<file path="config.mk">
export PLATFORM = sky130hd
export DESIGN_NAME = timer_multi
export DESIGN_NICKNAME = d
export VERILOG_FILES = /design/src/rtl/timer_multi.sv
export SDC_FILE = /design/constraint.sdc
export NUM_CORES = 1
export LEC_CHECK = 0
export ABC_AREA = 1
export CORE_UTILIZATION = 30
export CTS_BUF_LIST = sky130_fd_sc_hd__clkbuf_8
export DETAILED_ROUTE_END_ITERATION = 10
export PLACE_DENSITY = 0.41
export SLEW_MARGIN = 25
export SYNTH_ARGS = -nofsm -noshare
export SYNTH_HDL_FRONTEND = slang
export SYNTH_SLANG_ARGS = --single-unit
</file>
<file path="constraint.sdc">
create_clock -name clk -period 4.9 [get_ports clk]
set_input_delay 0.49 -clock clk [delete_from_list [all_inputs] [get_ports clk]]
set_output_delay 0.49 -clock clk [all_outputs]
set_load 0.05 [all_outputs]
</file>
<file path="src/rtl/timer_multi.sv">
// timer_multi: bank of independent down-counting timers behind an 8-bit
// register bus. Each channel has a prescaler, a reload register, a coherent
// read shadow and a sticky expiry flag. Read data is registered (one cycle).

// One timer channel: registers, prescaler, counter and channel read mux.
module timer_multi_chan #(
    parameter int WIDTH = 16
) (
    input  logic       clk,
    input  logic       rst,
    input  logic       i_wr,
    input  logic       i_rd,
    input  logic [2:0] i_off,
    input  logic [7:0] i_dbw,
    output logic [7:0] o_rdata,
    output logic       o_irq
);
    localparam int NB = WIDTH / 8;

    logic [WIDTH-1:0] r_cnt, r_reload, r_shadow;
    logic [7:0]       r_pc, r_p;
    logic             r_act, r_cont, r_ien, r_shot;

    logic [WIDTH-1:0] w_cnt_nx, w_reload_nx, w_view;
    logic [7:0]       w_pc_nx;
    logic             w_act_nx, w_shot_nx;
    logic             w_wr_ctrl, w_wr_p, w_tick, w_exp, w_load;

    assign w_wr_ctrl = i_wr && (i_off == 3'd4);
    assign w_wr_p    = i_wr && (i_off == 3'd5);
    assign w_tick    = r_act && (r_pc == r_p);
    assign w_exp     = w_tick && (r_cnt == '0);
    assign w_load    = w_wr_ctrl && i_dbw[3];
    assign o_irq     = r_shot && r_ien;

    // Byte 0 reads the live counter; upper bytes come from the shadow
    // captured by the byte-0 read, so multi-byte reads are coherent.
    assign w_view = (r_shadow & ~WIDTH'(8'hFF)) | WIDTH'(r_cnt[7:0]);

    // Next-state: bus writes override timer activity where they collide,
    // except that an expiry always sets shot.
    always_comb begin
        w_reload_nx = r_reload;
        for (int n = 0; n < NB; n++)
            if (i_wr && (i_off == 3'(n)))
                w_reload_nx[n*8 +: 8] = i_dbw;

        w_pc_nx = r_pc;
        if (w_load || w_tick || (w_wr_ctrl && i_dbw[0] && !r_act))
            w_pc_nx = 8'h00;
        else if (r_act)
            w_pc_nx = r_pc + 8'd1;

        // Expiry reload uses the pre-write reload value.
        w_cnt_nx = r_cnt;
        if (w_load)
            w_cnt_nx = w_reload_nx;
        else if (w_tick) begin
            if (r_cnt != '0)
                w_cnt_nx = r_cnt - WIDTH'(1);
            else if (r_cont)
                w_cnt_nx = r_reload;
        end

        w_act_nx = r_act;
        if (w_wr_ctrl)
            w_act_nx = i_dbw[0];
        else if (w_exp && !r_cont)
            w_act_nx = 1'b0;

        w_shot_nx = r_shot;
        if (w_exp)
            w_shot_nx = 1'b1;
        else if (w_wr_ctrl && i_dbw[7])
            w_shot_nx = 1'b0;
    end

    // Channel register read mux (unmapped bytes and offsets read 0).
    always_comb begin
        o_rdata = 8'h00;
        for (int n = 0; n < NB; n++)
            if (i_off == 3'(n))
                o_rdata = w_view[n*8 +: 8];
        if (i_off == 3'd4)
            o_rdata = {r_shot, 3'b000, 1'b0, r_ien, r_cont, r_act};
        if (i_off == 3'd5)
            o_rdata = r_p;
    end

    // Channel state registers.
    always_ff @(posedge clk or posedge rst) begin
        if (rst) begin
            r_cnt    <= '0;
            r_reload <= '0;
            r_shadow <= '0;
            r_pc     <= 8'h00;
            r_p      <= 8'h00;
            r_act    <= 1'b0;
            r_cont   <= 1'b0;
            r_ien    <= 1'b0;
            r_shot   <= 1'b0;
        end else begin
            r_cnt    <= w_cnt_nx;
            r_reload <= w_reload_nx;
            r_pc     <= w_pc_nx;
            r_act    <= w_act_nx;
            r_shot   <= w_shot_nx;
            if (w_wr_ctrl) begin
                r_cont <= i_dbw[1];
                r_ien  <= i_dbw[2];
            end
            if (w_wr_p)
                r_p <= i_dbw;
            if (i_rd && (i_off == 3'd0))
                r_shadow <= r_cnt;
        end
    end
endmodule

module timer_multi #(
    parameter int WIDTH    = 16,
    parameter int CHANNELS = 2,
    parameter int AW       = 4
) (
    input  logic          clk,
    input  logic          rst,
    output logic [7:0]    dbr,
    input  logic [7:0]    dbw,
    input  logic [AW-1:0] addr,
    input  logic          cs,
    input  logic          we,
    output logic          irq
);
    localparam int CW = AW - 3;

    logic [CW-1:0]                w_ch;
    logic [2:0]                   w_off;
    logic                         w_wr, w_rd;
    logic [CHANNELS-1:0][7:0]     w_rdata;
    logic [CHANNELS-1:0]          w_irq;
    logic [7:0]                   w_rsel;
    logic [7:0]                   r_dbr;

    assign w_ch  = addr[AW-1:3];
    assign w_off = addr[2:0];
    assign w_wr  = cs && we;
    assign w_rd  = cs && !we;

    genvar gc;
    generate
        for (gc = 0; gc < CHANNELS; gc++) begin : g_chan
            timer_multi_chan #(.WIDTH(WIDTH)) u_chan (
                .clk     (clk),
                .rst     (rst),
                .i_wr    (w_wr && (w_ch == CW'(gc))),
                .i_rd    (w_rd && (w_ch == CW'(gc))),
                .i_off   (w_off),
                .i_dbw   (dbw),
                .o_rdata (w_rdata[gc]),
                .o_irq   (w_irq[gc])
            );
        end
    endgenerate

    // Channel select for reads; indices beyond CHANNELS fall through to 0.
    always_comb begin
        w_rsel = 8'h00;
        for (int c = 0; c < CHANNELS; c++)
            if (w_ch == CW'(c))
                w_rsel = w_rdata[c];
    end

    // Registered read data, zero on any cycle without a read.
    always_ff @(posedge clk or posedge rst) begin
        if (rst)
            r_dbr <= 8'h00;
        else
            r_dbr <= w_rd ? w_rsel : 8'h00;
    end

    assign dbr = r_dbr;
    assign irq = |w_irq;
endmodule

</file>
==> flow_metrics.py, run 1 <==
metrics = {
    "route": {
        "num_vias": 6853,
        "viasPerCell": 4.75,
        "postRouteAntennaNets": 0,
        "drt_iter0_drc": 406,
        "totalWireLength_mm": 25.0,
        "drcViolationCount": 0,
        "wire_per_inst_um": 17.3,
        "first_pass_iters": 5,
    },
    "timing": {
        "max_freq_mhz": 359,
        "setup_viol": 0,
        "skew_ps": 16.7,
        "fin_ws_ps": 2110,
        "fin_crit_sh_pct": 56.9,
        "fin_crit_ps": 2790,
        "maxSlewHeadroom_pct": 46.6,
        "tightest_slew_ps": 799,
        "rsz0062_at_grt": "false",
        "tns_ps": 0,
        "slew_viol_final": 0,
        "hold_viol_final": 0,
    },
    "yosys": {
        "yosysTopAreaCell": "dfrtp_1",
        "ys_seq_area_share_pct": 42.1,
        "yosys_warnings": 0,
        "netlist_instances": 1086,
        "synth_top_cell_area_share_pct": 42.1,
        "ys_seq_elements": 128,
        "syn_avg_cell_area_um2": 7.00,
        "synth_cell_types": 37,
        "syn_nets": 1108,
        "ys_top_cells_by_area": "dfrtp_1, nand2_1, nand3_1",
        "synth_area_um2": 7600,
    },
    "outcome": {
        "status": "completed",
    },
    "layout": {
        "final_cell_mix": "nand2_1, inv_1, dfrtp_1",
        "nets": 1128,
        "n_antenna_cell": 0,
        "area_delta_synth_final_pct": 11.9,
        "drive_gt1_share_pct": 5.63,
        "layout_commonest_cell": "nand2_1",
    },
    "cts": {
        "hold_buffers": 0,
        "cts-resized-gates": 0,
        "numCtsBuffers": 17,
        "cts_tree": "done",
        "cts-root-buf": "clkbuf_8",
        "post-cts-setup-buffers": 0,
        "clock_latency_ps": 450,
        "clk_pin_slew_worst_paths_ps": 80,
        "cts_sinks": 128,
        "cts_buffer_depth": 2,
        "htreeDepth": 4,
    },
    "floorplanning": {
        "num_rows": 57,
        "die_h_um": 161,
        "core_area_um2": 24600,
        "initial_core_util_pct": 30.9,
        "pin_count": 25,
        "fp.dieW_um": 161,
        "die_area_um2": 26000,
    },
    "power_and_ir_drop": {
        "p_per_area_nw_per_um2": 518,
        "power_leakage_nw": 4.30,
        "vdd_drop_max_uv": 158,
    },
    "placement": {
        "pre_cts_ws_ps": 1910,
        "gp_congestion": 0.849,
        "io_buffer_count": 24,
        "post-dp-hpwl_mm": 18.4,
    },
    "job": {
        "max_cap_viol_count": 0,
    },
    "global_routing": {
        "grt_pass1_vias": 6649,
        "grt_max_degree": 100,
        "grt_usage_pct": 20.2,
        "grt_pass1_wl_mm": 39.5,
        "grt_overflow": 0,
        "antenna_found_initial": 0,
    },
    "critical_path": {
        "critPathLaunch": "g_chan[0].u_chan.r_cnt[0]$_DFFE_PP0P_",
        "ff2ff_setup_slack_ps": 2110,
        "startpoint_type": "flop",
        "path_max_fanout": 17,
        "crit_path_end_kind": "flop",
        "required_ps": 5230,
        "arrival_ps": 3120,
        "critPathKind": "reg -> reg",
        "crit-reg2reg-launch": "g_chan[0].u_chan.r_cnt[0]$_DFFE_PP0P_",
    },
    "min_path": {
        "min_from": "g_chan[1].u_chan.r_cont$_DFFE_PP0N_",
        "holdCritPathClass": "reg -> reg",
    },
}
-- cell type report --
class	instances	area, µm²
fill	2733	16100
multi-input combinational	783	3690
sequential	128	3200
inverter	146	561
tap	324	405
timing repair buffer	30	285
clock buffer	17	234
clock inverter	15	135
-- report_power, final --
part | internal (mW) | switching, mW | total, mW
sequential | 1.32 | 0.301 | 1.62
combinational | 0.637 | 1.27 | 1.91
clock | 0.407 | 0.481 | 0.887
-- worst paths after layout --
| kind | endpoint | cells after the start |
|---|---|---|
| min | g_chan[1].u_chan.r_cont$_DFFE_PP0N_ | 2 |
| min reg2reg | g_chan[1].u_chan.r_cont$_DFFE_PP0N_ | 2 |
| max | g_chan[0].u_chan.r_cnt[1]$_DFFE_PP0P_ | 9 |
| max in group asynchronous | g_chan[0].u_chan.r_cnt[9]$_DFFE_PP0P_ | 3 |
| max reg2reg | g_chan[0].u_chan.r_cnt[1]$_DFFE_PP0P_ | 9 |
| min in group asynchronous | g_chan[1].u_chan.r_pc[2]$_DFFE_PP0P_ | 2 |
-- synth_stat cells (all sizes together) --
library cell	n
clkinv	1
a21oi	5
nand3b	14
buf	21
dfrtp	128
xor2	11
o221ai	3
o21a	9
o21bai	1
clkbuf	8
or2	1
nand2	375
o21ai	93
a22oi	2
nor3b	1
o211ai	1
nor3	5
nand3	126
xnor2	7
ha	6
nand4	14
nor2	94
inv	145
o22ai	15
-- layer usage --
| layer | vias up | track usage (%) | routed length, µm |
|---|---|---|---|
| li1 | 3506 | - | - |
| met1 | 3235 | 27.7 | 12000 |
| met2 | 95 | 33.6 | 12100 |
| met3 | 17 | 2.67 | 606 |
| met4 | 0 | 4.97 | 328 |
| met5 | - | 0 | 0 |
-- sequential cells by signal, summed over array words and instances (netlist names) --
signal                  flops
g_chan.u_chan.r_cont        2
g_chan.u_chan.r_shadow     16
g_chan.u_chan.r_pc         16
g_chan.u_chan.r_act         2
g_chan.u_chan.r_ien         2
g_chan.u_chan.r_p          16
g_chan.u_chan.r_cnt        32
g_chan.u_chan.r_reload     32
dbr                         8
g_chan.u_chan.r_shot        2
-- through the flow --
step	area (µm²)	hold slack, ps	cells	util [%]	power, mW
after floorplan	7600	453	1086	-	2.92
after detailed placement	8140	480	1411	33.1	3.56
after global routing	8510	549	1443	34.6	4.82
after CTS	8500	498	1443	34.6	4.47
final	8510	503	1443	34.6	4.41
after global placement	8140	485	1411	33.1	3.57
-- cells by family after synthesis --
kind of cell | after synthesis | synth area share (%)
AO/OA/AOI/OAI | 129 | 9.31
adder cells (fa/ha/maj) | 6 | 0.987
XOR/XNOR | 18 | 2.07
flip-flops | 128 | 42.1
buffers and inverters | 175 | 9.44
AND/OR/NAND/NOR | 630 | 36.1
-- worst max-delay path: stages (launching register included) --
cell	delay, ps
dfrtp_1	410
inv_1	160
ha_1	270
nand3_1	90
nor2_1	500
nand3_1	250
nand3_2	390
nand2_2	350
nand2_1	170
nand2_1	60
Note: power is estimated with default switching activity, not from simulation.
==> inputs of run 2 (changes only) <==
==> constraint.sdc (replaced) <==
create_clock -name clk -period 2.71 [get_ports clk]
set_input_delay 0.271 -clock clk [delete_from_list [all_inputs] [get_ports clk]]
set_output_delay 0.271 -clock clk [all_outputs]
set_load 0.05 [all_outputs]
==> run 2 against run 1 <==
Effect of this change:
- cell count increased by 2.3%
- hold slack got worse by 310 ps
- clock-buffer cell count unchanged
- setup slack got worse by 1600 ps
- critical path type is now reg -> out
- register-to-register slack got worse by 1500 ps
- die area unchanged
- via count increased by 1.8%
- critical path depth decreased by 6
- largest power group unchanged
- largest cell class unchanged
- first-iteration DRC count increased by 33%
- sequential share of layout area decreased by 1.3 points
==> flow_metrics.py, run 2 (synthesis results as in run 1) <==
metrics = {
    "outcome": {
        "status": "completed",
    },
    "floorplanning": {
        "initial_core_util_pct": 30.9,
        "num_rows": 57,
        "pin_count": 25,
        "die_area_um2": 26000,
        "die_h_um": 161,
        "core_area_um2": 24600,
        "fp.dieW_um": 161,
    },
    "cts": {
        "cts-resized-gates": 0,
        "clock_latency_ps": 450,
        "cts_sinks": 128,
        "post-cts-setup-buffers": 0,
        "htreeDepth": 4,
        "hold_buffers": 0,
        "cts-root-buf": "clkbuf_8",
        "cts_tree": "done",
        "cts_buffer_depth": 2,
        "numCtsBuffers": 17,
        "clk_pin_slew_worst_paths_ps": 90,
    },
    "route": {
        "totalWireLength_mm": 25.4,
        "drcViolationCount": 0,
        "viasPerCell": 4.73,
        "postRouteAntennaNets": 0,
        "num_vias": 6979,
        "wire_per_inst_um": 17.2,
        "drt_iter0_drc": 542,
        "first_pass_iters": 4,
    },
    "layout": {
        "postLayoutCellArea_um2": 8820,
        "area_delta_synth_final_pct": 16.0,
        "nets": 1161,
        "top_regs": "g_chan.u_chan.r_cnt (32), g_chan.u_chan.r_reload (32)",
        "fillers": 2692,
        "layout_commonest_cell": "nand2_1",
        "multiInputGateArea_um2": 3680,
        "seq_area_um2": 3200,
        "drive_gt1_share_pct": 8.16,
        "final_cell_mix": "nand2_1, inv_1, dfrtp_1",
        "n_antenna_cell": 0,
    },
    "timing": {
        "fin_crit_ps": 2200,
        "fin_crit_sh_pct": 81.3,
        "tns_ps": 0,
        "max_freq_mhz": 454,
        "rsz0062_at_grt": "false",
        "maxSlewHeadroom_pct": 61.2,
        "slew_viol_final": 0,
        "setup_viol": 0,
        "tightest_slew_ps": 577,
        "hold_ws_ps": 195,
        "skew_ps": 16.1,
        "fin_ws_ps": 507,
        "hold_viol_final": 0,
    },
    "global_routing": {
        "grt_overflow": 0,
        "grt_pass1_wl_mm": 40.1,
        "antenna_found_initial": 0,
        "met1_usage_pct": 28.8,
        "grt_usage_pct": 20.4,
        "grt_pass1_vias": 6850,
        "met3_usage_pct": 3.34,
        "met2_usage_pct": 32.8,
        "top_usage_layer": "met2",
        "grt_max_degree": 50,
    },
    "job": {
        "max_cap_viol_count": 0,
    },
    "critical_path": {
        "path_max_fanout": 2,
        "ff2ff_setup_slack_ps": 600,
        "critPathKind": "reg -> out",
        "crit_path_end_kind": "primary output",
        "required_ps": 2440,
        "crit-reg2reg-launch": "g_chan[0].u_chan.r_cnt[0]$_DFFE_PP0P_",
        "ff2ff_path_depth": 10,
        "r2r-end": "g_chan[0].u_chan.r_cnt[2]$_DFFE_PP0P_",
        "arrival_ps": 1930,
        "startpoint_type": "flop",
    },
    "min_path": {
        "holdCritPathClass": "in -> async",
    },
    "power_and_ir_drop": {
        "p_per_area_nw_per_um2": 933,
        "vdd_drop_max_uv": 342,
        "power_leakage_nw": 4.48,
    },
    "placement": {
        "gp_congestion": 0.855,
        "post-dp-hpwl_mm": 18.9,
        "dpl_cell_area_um2": 8410,
        "io_buffer_count": 24,
        "pre_cts_ws_ps": 371,
    },
}
## run 2: cell types whose count changed in the layout (fill, tap and decap cells not counted), sizes merged
cell / before / now
inv: 150 / 149
bufinv: 1 / 3
buf: 6 / 39
clkinv: 8 / 6
clkinvlp: 2 / 3
## run 2: worst max-delay path, cell delays in order, from the launching register on
cell             delay (ps)
dfrtp_1                 390
inv_1                    80
o22ai_1                 170
clkdlybuf4s50_1         840
## run 2: layout make-up
cell class / instances / share of cell area [%]
clock buffer: 17 / 2.65
multi-input combinational: 783 / 41.8
clock inverter: 15 / 2.06
sequential: 128 / 36.3
tap: 324 / 4.60
inverter: 146 / 6.31
timing repair buffer: 63 / 6.33
## run 2: stage by stage
stage	util (%)	power, mW	instances
floorplan	-	5.29	1086
global placement	34.2	6.51	1444
detailed placement	34.2	6.48	1444
CTS	35.9	8.32	1476
global route	35.9	8.98	1476
finish	35.9	8.23	1476
## run 2: worst max-delay path by stage
| stage | from | end | slack [ps] | depth (start not counted) |
|---|---|---|---|---|
| 2_1_floorplan | rst | dbr[0]$_DFF_PP0_ | 860 | 1 |
| 4_1_cts | g_chan[0].u_chan.r_shot$_DFFE_PP0P_ | irq | 450 | 3 |
| 5_1_grt | g_chan[0].u_chan.r_cnt[0]$_DFFE_PP0P_ | g_chan[0].u_chan.r_cnt[5]$_DFFE_PP0P_ | 400 | 10 |
| 3_3_place_gp | addr[0] | g_chan[1].u_chan.r_cnt[12]$_DFFE_PP0P_ | 410 | 11 |
| 3_5_place_dp | addr[0] | g_chan[1].u_chan.r_pc[1]$_DFFE_PP0P_ | 370 | 10 |
| 6_report | g_chan[0].u_chan.r_shot$_DFFE_PP0P_ | irq | 510 | 3 |
## run 2: power by group
part | leakage, nW | switching, mW | internal [mW]
registers | 1.59 | 0.519 | 2.38
logic | 2.68 | 2.30 | 1.24
clock network | 0.208 | 0.870 | 0.921
total | 4.48 | 3.69 | 4.54
## run 2: layer usage
metal	up-vias	routed length [µm]
met4	0	264
met5	-	0
met1	3273	12500
met2	117	11800
li1	3570	-
met3	19	892
